### src/rtl/mips_multicycle_ctrl_pkg.sv
// Shared definitions for the multi-cycle MIPS control path: opcodes,
// state encodings and datapath select codes.
package mips_multicycle_ctrl_pkg;

    // Opcode / funct values consumed from the instruction register
    localparam logic [5:0] OP_RTYPE = 6'h00;
    localparam logic [5:0] OP_LW    = 6'h23;
    localparam logic [5:0] OP_SW    = 6'h2B;
    localparam logic [5:0] OP_BEQ   = 6'h04;
    localparam logic [5:0] OP_BNE   = 6'h05;
    localparam logic [5:0] OP_ADDI  = 6'h08;
    localparam logic [5:0] OP_J     = 6'h02;
    localparam logic [5:0] OP_JAL   = 6'h03;
    localparam logic [5:0] FN_JR    = 6'h08;

    // Controller states; encoding 15 is never entered on purpose
    typedef enum logic [3:0] {
        S_FETCH  = 4'd0,
        S_DECODE = 4'd1,
        S_MEMADR = 4'd2,
        S_MEMRD  = 4'd3,
        S_MEMWB  = 4'd4,
        S_MEMWR  = 4'd5,
        S_EXEC   = 4'd6,
        S_ALUWB  = 4'd7,
        S_BRANCH = 4'd8,
        S_JUMP   = 4'd9,
        S_ADDIEX = 4'd10,
        S_ADDIWB = 4'd11,
        S_JAL    = 4'd12,
        S_JR     = 4'd13,
        S_TRAP   = 4'd14,
        S_UNUSED = 4'd15
    } state_t;

    // ALU operation select
    localparam logic [1:0] ALU_ADD   = 2'd0;
    localparam logic [1:0] ALU_SUB   = 2'd1;
    localparam logic [1:0] ALU_FUNCT = 2'd2;

    // PC source select
    localparam logic [1:0] PCS_ALU    = 2'd0;
    localparam logic [1:0] PCS_ALUOUT = 2'd1;
    localparam logic [1:0] PCS_JUMP   = 2'd2;
    localparam logic [1:0] PCS_REG    = 2'd3;

    // Register write-data select
    localparam logic [1:0] MTR_ALUOUT = 2'd0;
    localparam logic [1:0] MTR_MDR    = 2'd1;
    localparam logic [1:0] MTR_PC     = 2'd2;

    // Register destination select
    localparam logic [1:0] RD_RT = 2'd0;
    localparam logic [1:0] RD_RD = 2'd1;
    localparam logic [1:0] RD_RA = 2'd2;

    // ALU B operand select
    localparam logic [1:0] SRCB_B      = 2'd0;
    localparam logic [1:0] SRCB_FOUR   = 2'd1;
    localparam logic [1:0] SRCB_IMM    = 2'd2;
    localparam logic [1:0] SRCB_IMM_SH = 2'd3;

    // True for states whose exit to FETCH finishes (retires) an instruction
    function automatic logic is_completing(input state_t s);
        case (s)
            S_MEMWB, S_MEMWR, S_ALUWB, S_ADDIWB,
            S_BRANCH, S_JUMP, S_JAL, S_JR: is_completing = 1'b1;
            default:                       is_completing = 1'b0;
        endcase
    endfunction

endpackage

### src/rtl/mips_multicycle_ctrl_outdec.sv
// Combinational decode of the controller state into the datapath control word.
// Only the memory-ready qualifier and the bne flag modify the per-state word.
module mips_multicycle_ctrl_outdec
    import mips_multicycle_ctrl_pkg::*;
(
    input  logic       reset,
    input  logic [3:0] state,
    input  logic       mem_ok,
    input  logic       is_bne,
    output logic       pc_write,
    output logic       pc_write_cond,
    output logic       branch_ne,
    output logic       iord,
    output logic       mem_read,
    output logic       mem_write,
    output logic       ir_write,
    output logic [1:0] reg_dst,
    output logic [1:0] mem_to_reg,
    output logic       reg_write,
    output logic       alu_src_a,
    output logic [1:0] alu_src_b,
    output logic [1:0] alu_op,
    output logic [1:0] pc_source
);

    // Per-state control word; everything is forced quiet while reset is held
    always_comb begin
        pc_write      = 1'b0;
        pc_write_cond = 1'b0;
        branch_ne     = 1'b0;
        iord          = 1'b0;
        mem_read      = 1'b0;
        mem_write     = 1'b0;
        ir_write      = 1'b0;
        reg_dst       = RD_RT;
        mem_to_reg    = MTR_ALUOUT;
        reg_write     = 1'b0;
        alu_src_a     = 1'b0;
        alu_src_b     = SRCB_B;
        alu_op        = ALU_ADD;
        pc_source     = PCS_ALU;
        if (!reset) begin
            case (state_t'(state))
                S_FETCH: begin
                    mem_read  = 1'b1;
                    ir_write  = mem_ok;
                    pc_write  = mem_ok;
                    alu_src_b = SRCB_FOUR;
                end
                S_DECODE: begin
                    alu_src_b = SRCB_IMM_SH;
                end
                S_MEMADR: begin
                    alu_src_a = 1'b1;
                    alu_src_b = SRCB_IMM;
                end
                S_MEMRD: begin
                    iord     = 1'b1;
                    mem_read = 1'b1;
                end
                S_MEMWB: begin
                    mem_to_reg = MTR_MDR;
                    reg_write  = 1'b1;
                end
                S_MEMWR: begin
                    iord      = 1'b1;
                    mem_write = 1'b1;
                end
                S_EXEC: begin
                    alu_src_a = 1'b1;
                    alu_op    = ALU_FUNCT;
                end
                S_ALUWB: begin
                    reg_dst   = RD_RD;
                    reg_write = 1'b1;
                end
                S_ADDIEX: begin
                    alu_src_a = 1'b1;
                    alu_src_b = SRCB_IMM;
                end
                S_ADDIWB: begin
                    reg_write = 1'b1;
                end
                S_BRANCH: begin
                    alu_src_a     = 1'b1;
                    alu_op        = ALU_SUB;
                    pc_source     = PCS_ALUOUT;
                    pc_write_cond = 1'b1;
                    branch_ne     = is_bne;
                end
                S_JUMP: begin
                    pc_source = PCS_JUMP;
                    pc_write  = 1'b1;
                end
                S_JAL: begin
                    reg_dst    = RD_RA;
                    mem_to_reg = MTR_PC;
                    reg_write  = 1'b1;
                    pc_source  = PCS_JUMP;
                    pc_write   = 1'b1;
                end
                S_JR: begin
                    pc_source = PCS_REG;
                    pc_write  = 1'b1;
                end
                default: begin
                end
            endcase
        end
    end

endmodule

### src/rtl/mips_multicycle_ctrl.sv
// Multi-cycle MIPS control FSM: sequences fetch/decode/execute/memory/writeback,
// traps on unknown opcodes and counts retired instructions.
module mips_multicycle_ctrl
    import mips_multicycle_ctrl_pkg::*;
#(
    parameter int MEM_HANDSHAKE = 1,
    parameter int CNT_W         = 32
) (
    input  logic             clk,
    input  logic             reset,
    input  logic [5:0]       op,
    input  logic [5:0]       funct,
    input  logic             mem_ready,
    output logic             pc_write,
    output logic             pc_write_cond,
    output logic             branch_ne,
    output logic             iord,
    output logic             mem_read,
    output logic             mem_write,
    output logic             ir_write,
    output logic [1:0]       reg_dst,
    output logic [1:0]       mem_to_reg,
    output logic             reg_write,
    output logic             alu_src_a,
    output logic [1:0]       alu_src_b,
    output logic [1:0]       alu_op,
    output logic [1:0]       pc_source,
    output logic [3:0]       state,
    output logic             illegal_op,
    output logic [CNT_W-1:0] retired_count
);

    state_t           state_q;
    state_t           state_d;
    logic             mem_ok;
    logic             retire;
    logic             illegal_q;
    logic [CNT_W-1:0] count_q;

    // Without the handshake every memory state completes in a single cycle
    assign mem_ok = (MEM_HANDSHAKE != 0) ? mem_ready : 1'b1;

    // Next-state selection, including opcode dispatch out of DECODE
    always_comb begin
        state_d = S_FETCH;
        case (state_q)
            S_FETCH:  state_d = mem_ok ? S_DECODE : S_FETCH;
            S_DECODE: begin
                case (op)
                    OP_RTYPE:       state_d = (funct == FN_JR) ? S_JR : S_EXEC;
                    OP_LW, OP_SW:   state_d = S_MEMADR;
                    OP_BEQ, OP_BNE: state_d = S_BRANCH;
                    OP_ADDI:        state_d = S_ADDIEX;
                    OP_J:           state_d = S_JUMP;
                    OP_JAL:         state_d = S_JAL;
                    default:        state_d = S_TRAP;
                endcase
            end
            S_MEMADR: state_d = (op == OP_LW) ? S_MEMRD : S_MEMWR;
            S_MEMRD:  state_d = mem_ok ? S_MEMWB : S_MEMRD;
            S_MEMWR:  state_d = mem_ok ? S_FETCH : S_MEMWR;
            S_EXEC:   state_d = S_ALUWB;
            S_ADDIEX: state_d = S_ADDIWB;
            S_TRAP:   state_d = S_TRAP;
            S_UNUSED: state_d = S_FETCH;
            default:  state_d = S_FETCH;
        endcase
    end

    // An instruction retires when a finishing state hands control back to FETCH
    assign retire = is_completing(state_q) && (state_d == S_FETCH);

    // State register, sticky trap flag and retired-instruction counter
    always_ff @(posedge clk) begin
        if (reset) begin
            state_q   <= S_FETCH;
            illegal_q <= 1'b0;
            count_q   <= '0;
        end else begin
            state_q <= state_d;
            if (state_d == S_TRAP) begin
                illegal_q <= 1'b1;
            end
            if (retire) begin
                count_q <= count_q + {{(CNT_W-1){1'b0}}, 1'b1};
            end
        end
    end

    assign state         = state_q;
    assign illegal_op    = illegal_q;
    assign retired_count = count_q;

    mips_multicycle_ctrl_outdec u_outdec (
        .reset         (reset),
        .state         (state_q),
        .mem_ok        (mem_ok),
        .is_bne        (op == OP_BNE),
        .pc_write      (pc_write),
        .pc_write_cond (pc_write_cond),
        .branch_ne     (branch_ne),
        .iord          (iord),
        .mem_read      (mem_read),
        .mem_write     (mem_write),
        .ir_write      (ir_write),
        .reg_dst       (reg_dst),
        .mem_to_reg    (mem_to_reg),
        .reg_write     (reg_write),
        .alu_src_a     (alu_src_a),
        .alu_src_b     (alu_src_b),
        .alu_op        (alu_op),
        .pc_source     (pc_source)
    );

endmodule

### config.mk
export PLATFORM = sky130hd
export DESIGN_NAME = mips_multicycle_ctrl
export DESIGN_NICKNAME = d
export VERILOG_FILES = /design/src/rtl/mips_multicycle_ctrl_pkg.sv /design/src/rtl/mips_multicycle_ctrl_outdec.sv /design/src/rtl/mips_multicycle_ctrl.sv
export SDC_FILE = /design/constraint.sdc
export NUM_CORES = 1
export LEC_CHECK = 0
export ABC_AREA = 0
export CAP_MARGIN = 10
export CORE_ASPECT_RATIO = 2
export CORE_MARGIN = 8
export CORE_UTILIZATION = 57
export DETAILED_ROUTE_END_ITERATION = 6
export DONT_BUFFER_PORTS = 1
export PLACE_DENSITY = 0.75
export SYNTH_ARGS = -nofsm -noshare
export SYNTH_HDL_FRONTEND = slang
export SYNTH_SLANG_ARGS = --single-unit
export TNS_END_PERCENT = 50
### constraint.sdc
create_clock -name clk -period 3 [get_ports clk]
set_input_delay 0.75 -clock clk [delete_from_list [all_inputs] [get_ports clk]]
set_output_delay 0.75 -clock clk [all_outputs]
set_load 0.05 [all_outputs]
==> qor_table.md <==
| Parameter | Value |
|---|---|
| Fraction of final layout cells with drive strength greater than 1 | 22.3% |
| Type of the worst setup path | input pin to flip-flop |
| Post-Syn Nets | 311 |
| Final weighted congestion in routability-driven placement | 0.838 |
| Sequential-to-total area share from yosys stat | 34.1% |
| Routed vias | 2386 |
| Die Footprint | 6290 um^2 |
| Placement Cell Area | 2680 um^2 |
| Crit path arrival time | 2.96 ns |
| First-iteration detailed-routing DRC count | 121 |
| Post-synthesis register bit count | 38 |
| Total Negative Setup Slacks | 0 ns |
| Most instantiated flip-flop cell in the synthesis netlist | dfxtp_1 |
| Maximum number of buffers from clock root to sink | 2 |
| Critical Path Source Type | input pin |
| Cell mode on critical path | buf_4 |
| Worst endpoint required time | 3.22 ns |
| Minimum clock period | 2.73 ns |
| CP peak stage delay | 0.57 ns |
| Synthesized cell area | 2230 um^2 |
| Setup slack after placement | -0.0395 ns |
| Buffering stage count on the worst path with inverters included | 2 |
| Number of enable flip-flop cells after synthesis | 0 |
| Setup ws final | 0.268 ns |
| Number of buffers inserted by hold repair at cts | 0 |
| Worst slew slack as a fraction of its limit | 54.1% |
| Placeable core area | 3800 um^2 |
| Capturing element of the worst setup path | retired_count[8] |
| CTS H-Tree Depth | 2 |
| Number of warnings printed during yosys synthesis | 0 |
| Number of placement rows | 32 |
| GRT Overall Usage | 20.3% |
| Worst path slowest cell | or4b_4 |
| Skew-Pair Late Insertion Delay | 0.29 ns |
| Maximum fanout count along the critical path | 16 |
| Fin Clk Skew | 0.00490 ns |
| Layout Cell Area excl Fill | 2790 um^2 |
| CTS tree | built |
| P_leak | 1.01 nW |
| Clock tree sinks | 38 |
| Mapped Avg Cell Area | 7.56 um^2 |
| Status | completed |
| Clock-pin transition on the worst setup and hold timing paths | 0.08 ns |
| First-pass GRT wire length | 10.4 mm |
| Total I/O pin count | 71 |
| Initial antenna violation count | 0 |
| WP depth | 9 |
| IO buf count | 0 |
| Height of the die | 104 um |
| Path category of the worst min-delay check | input pin to flip-flop |
| Number of inserted diodes | 0 |
| Max Slew Vio Count | 0 |
| WL per Instance | 16.5 um |
| Via density per instance | 6.17 |
| Transition at the pin with the smallest max-transition slack | 0.687 ns |
| Pin count of the biggest net entering global routing | 51 |
| Crit. End Element | flip-flop |
| Number of instances in the synthesized netlist | 295 |
| Number of max-cap violations | 0 |
| CTS Buf Count | 5 |
| Antenna-violating nets left | 0 |
| CP top delay family | simple AND/OR/NAND/NOR gates |
| Routed wire length | 6.38 mm |
| Layout Area Growth over Synthesis | 24.8% |
| Setup slack of the most critical reg-to-reg path | 0.42 ns |
| HPWL Detailed | 4.93 mm |
| Worst setup path startpoint | op[5] |
| CP Cell Sequence | or4b_4 -> a21oi_2 -> nand2_1 -> a222oi_1 -> buf_4 -> nand3_1 -> buf_4 -> or4_1 -> a21oi_1 |
| Maximum vdd ir drop | 0.000477 V |
| GRT overflow | 0 |
| Hold Vio Cnt, Final | 0 |
| RR Endpoint | retired_count[8] |
| P per Cell Area | 717 nW/um^2 |
| Number of library cell types mapped by synthesis | 45 |
| Vias in the first global route | 2319 |
| Drt drc | 0 |
| Peak clock frequency supported by timing | 366 MHz |
| Unrepaired setup endpoints after global routing | false |
| End-of-flow core utilization | 73.2% |
| Period Utilization, post-route | 91.1% |
| Final setup fails | 0 |
| Initial DRT Pass Iterations | 4 |
| Starting Density | 58.7% |
| Depth of the most critical reg-to-reg path | 9 |
| Clock tree root driver cell | clkbuf_8 |
| Synth async-reset ratio | 0% |
| Launching point of the worst reg2reg path | state[0] |
| Die width | 60.2 um |
| Final #Nets | 351 |
-- synthesized netlist by cell type (2+ instances only) --
cell	instances	area [um^2]
nor4_1	6	37.5
nor4b_1	3	26.3
clkbuf_1	16	60.1
nand2b_1	4	25.0
and3_1	6	37.5
nand2_1	21	78.8
o31ai_1	9	67.6
nand3_1	14	70.1
inv_1	6	22.5
or4_1	8	60.1
o21ai_1	17	85.1
o21ai_0	2	10.0
a211oi_1	4	30.0
nor2_1	29	109
xnor2_1	3	26.3
dfxtp_1	38	761
nand4_1	11	68.8
nor2b_1	7	43.8
a21oi_1	30	150
or2_2	3	18.8
or3_1	18	113
nor3_1	8	40.0
and4_1	2	17.5
mux2_1	5	56.3
nor3b_1	2	15.0
xor2_1	2	17.5
a21boi_0	3	22.5
-- registers in the layout (all words and copies together) (netlist names), named ones only --
register / flops
illegal_op: 1
retired_count: 32
state: 4
-- power by group --
part	internal (mW)	switching, mW
Clock	0.185	0.184
Combinational	0.348	0.666
Sequential	0.539	0.0756
Total	1.07	0.925
-- worst register-to-register path: stages, from the launching register on --
cell and delay, ns:
dfxtp_2 0.53, buf_4 0.24, nand2b_1 0.17, o21ai_0 0.09, a222oi_1 0.35, buf_4 0.21, nand3_1 0.08, buf_4 0.21
or4_1 0.48, a21oi_1 0.16
-- worst min path at each step --
stage / startpoint / to / slack (ns) / depth (start not counted)
3_3_place_gp: retired_count[6] / retired_count[6] / 0.50 / 2
3_5_place_dp: retired_count[6] / retired_count[6] / 0.52 / 2
4_1_cts: reset / retired_count[14] / 0.51 / 1
2_1_floorplan: flip-flop / retired_count[5] / 0.70 / 3
5_1_grt: reset / state[0] / 0.51 / 1
6_report: reset / state[0] / 0.52 / 1
-- per-stage QoR --
stage,hold WS (ns),power [mW],instances
2_1_floorplan,0.700,1.33,295
3_3_place_gp,0.500,1.61,379
3_5_place_dp,0.518,1.63,379
4_1_cts,0.514,2.00,387
5_1_grt,0.513,2.11,387
6_report,0.522,2.00,387
-- cells in the final DEF (no fill, tap or decap), types with 2 or more instances in the layout --
cell type and instances:
buf_4 49, dfxtp_1 37, nor2_1 29, a21oi_1 29, nand2_1 21, or3_1 18, o21ai_1 17, nand3_1 14
nand4_1 11, o31ai_1 9, or4_1 8, nor2b_1 7, inv_1 6, nor3_1 6, clkbuf_8 6, nor4_1 5
and3_1 5, mux2_1 5, nand2b_1 4, or2_2 3, xnor2_1 3, a211oi_2 2, nor4b_1 2, o21ai_0 2
a211oi_1 2, nor3_4 2, a21boi_1 2, xor2_1 2, and4_1 2
-- cell families after synthesis --
logic type | after synthesis | share of synthesized area [%]
simple gates | 145 | 35.4
compound gates | 76 | 20.8
mux | 6 | 2.97
fa+ha+maj | 1 | 0.561
buf+inv | 24 | 4.21
flops | 38 | 34.1
xor+xnor | 5 | 1.96
-- layer usage --
metal | share of wire [%] | track usage (%)
met5 | 0 | 0
met4 | 2.2 | 8.61
met3 | 7.4 | 5.20
met2 | 56 | 38.8
met1 | 34 | 18.0
-- what timing repair did --
| action | in CTS | in global routing |
|---|---|---|
| setup endpoints to repair | 0 | 16 |
| gates resized for setup | 0 | 2 |
| setup buffers | 0 | 0 |
| endpoints found under the hold margin | 0 | 0 |
-- cell type report --
type / count / area [um^2]
multi-input combinational: 233 / 1450
fill: 333 / 1020
sequential: 38 / 762
timing repair buffer: 50 / 388
clock buffer: 6 / 82.6
tap: 51 / 63.8
inverter: 7 / 26.3
clock inverter: 2 / 12.5
Power figures use the tool's default switching activity.
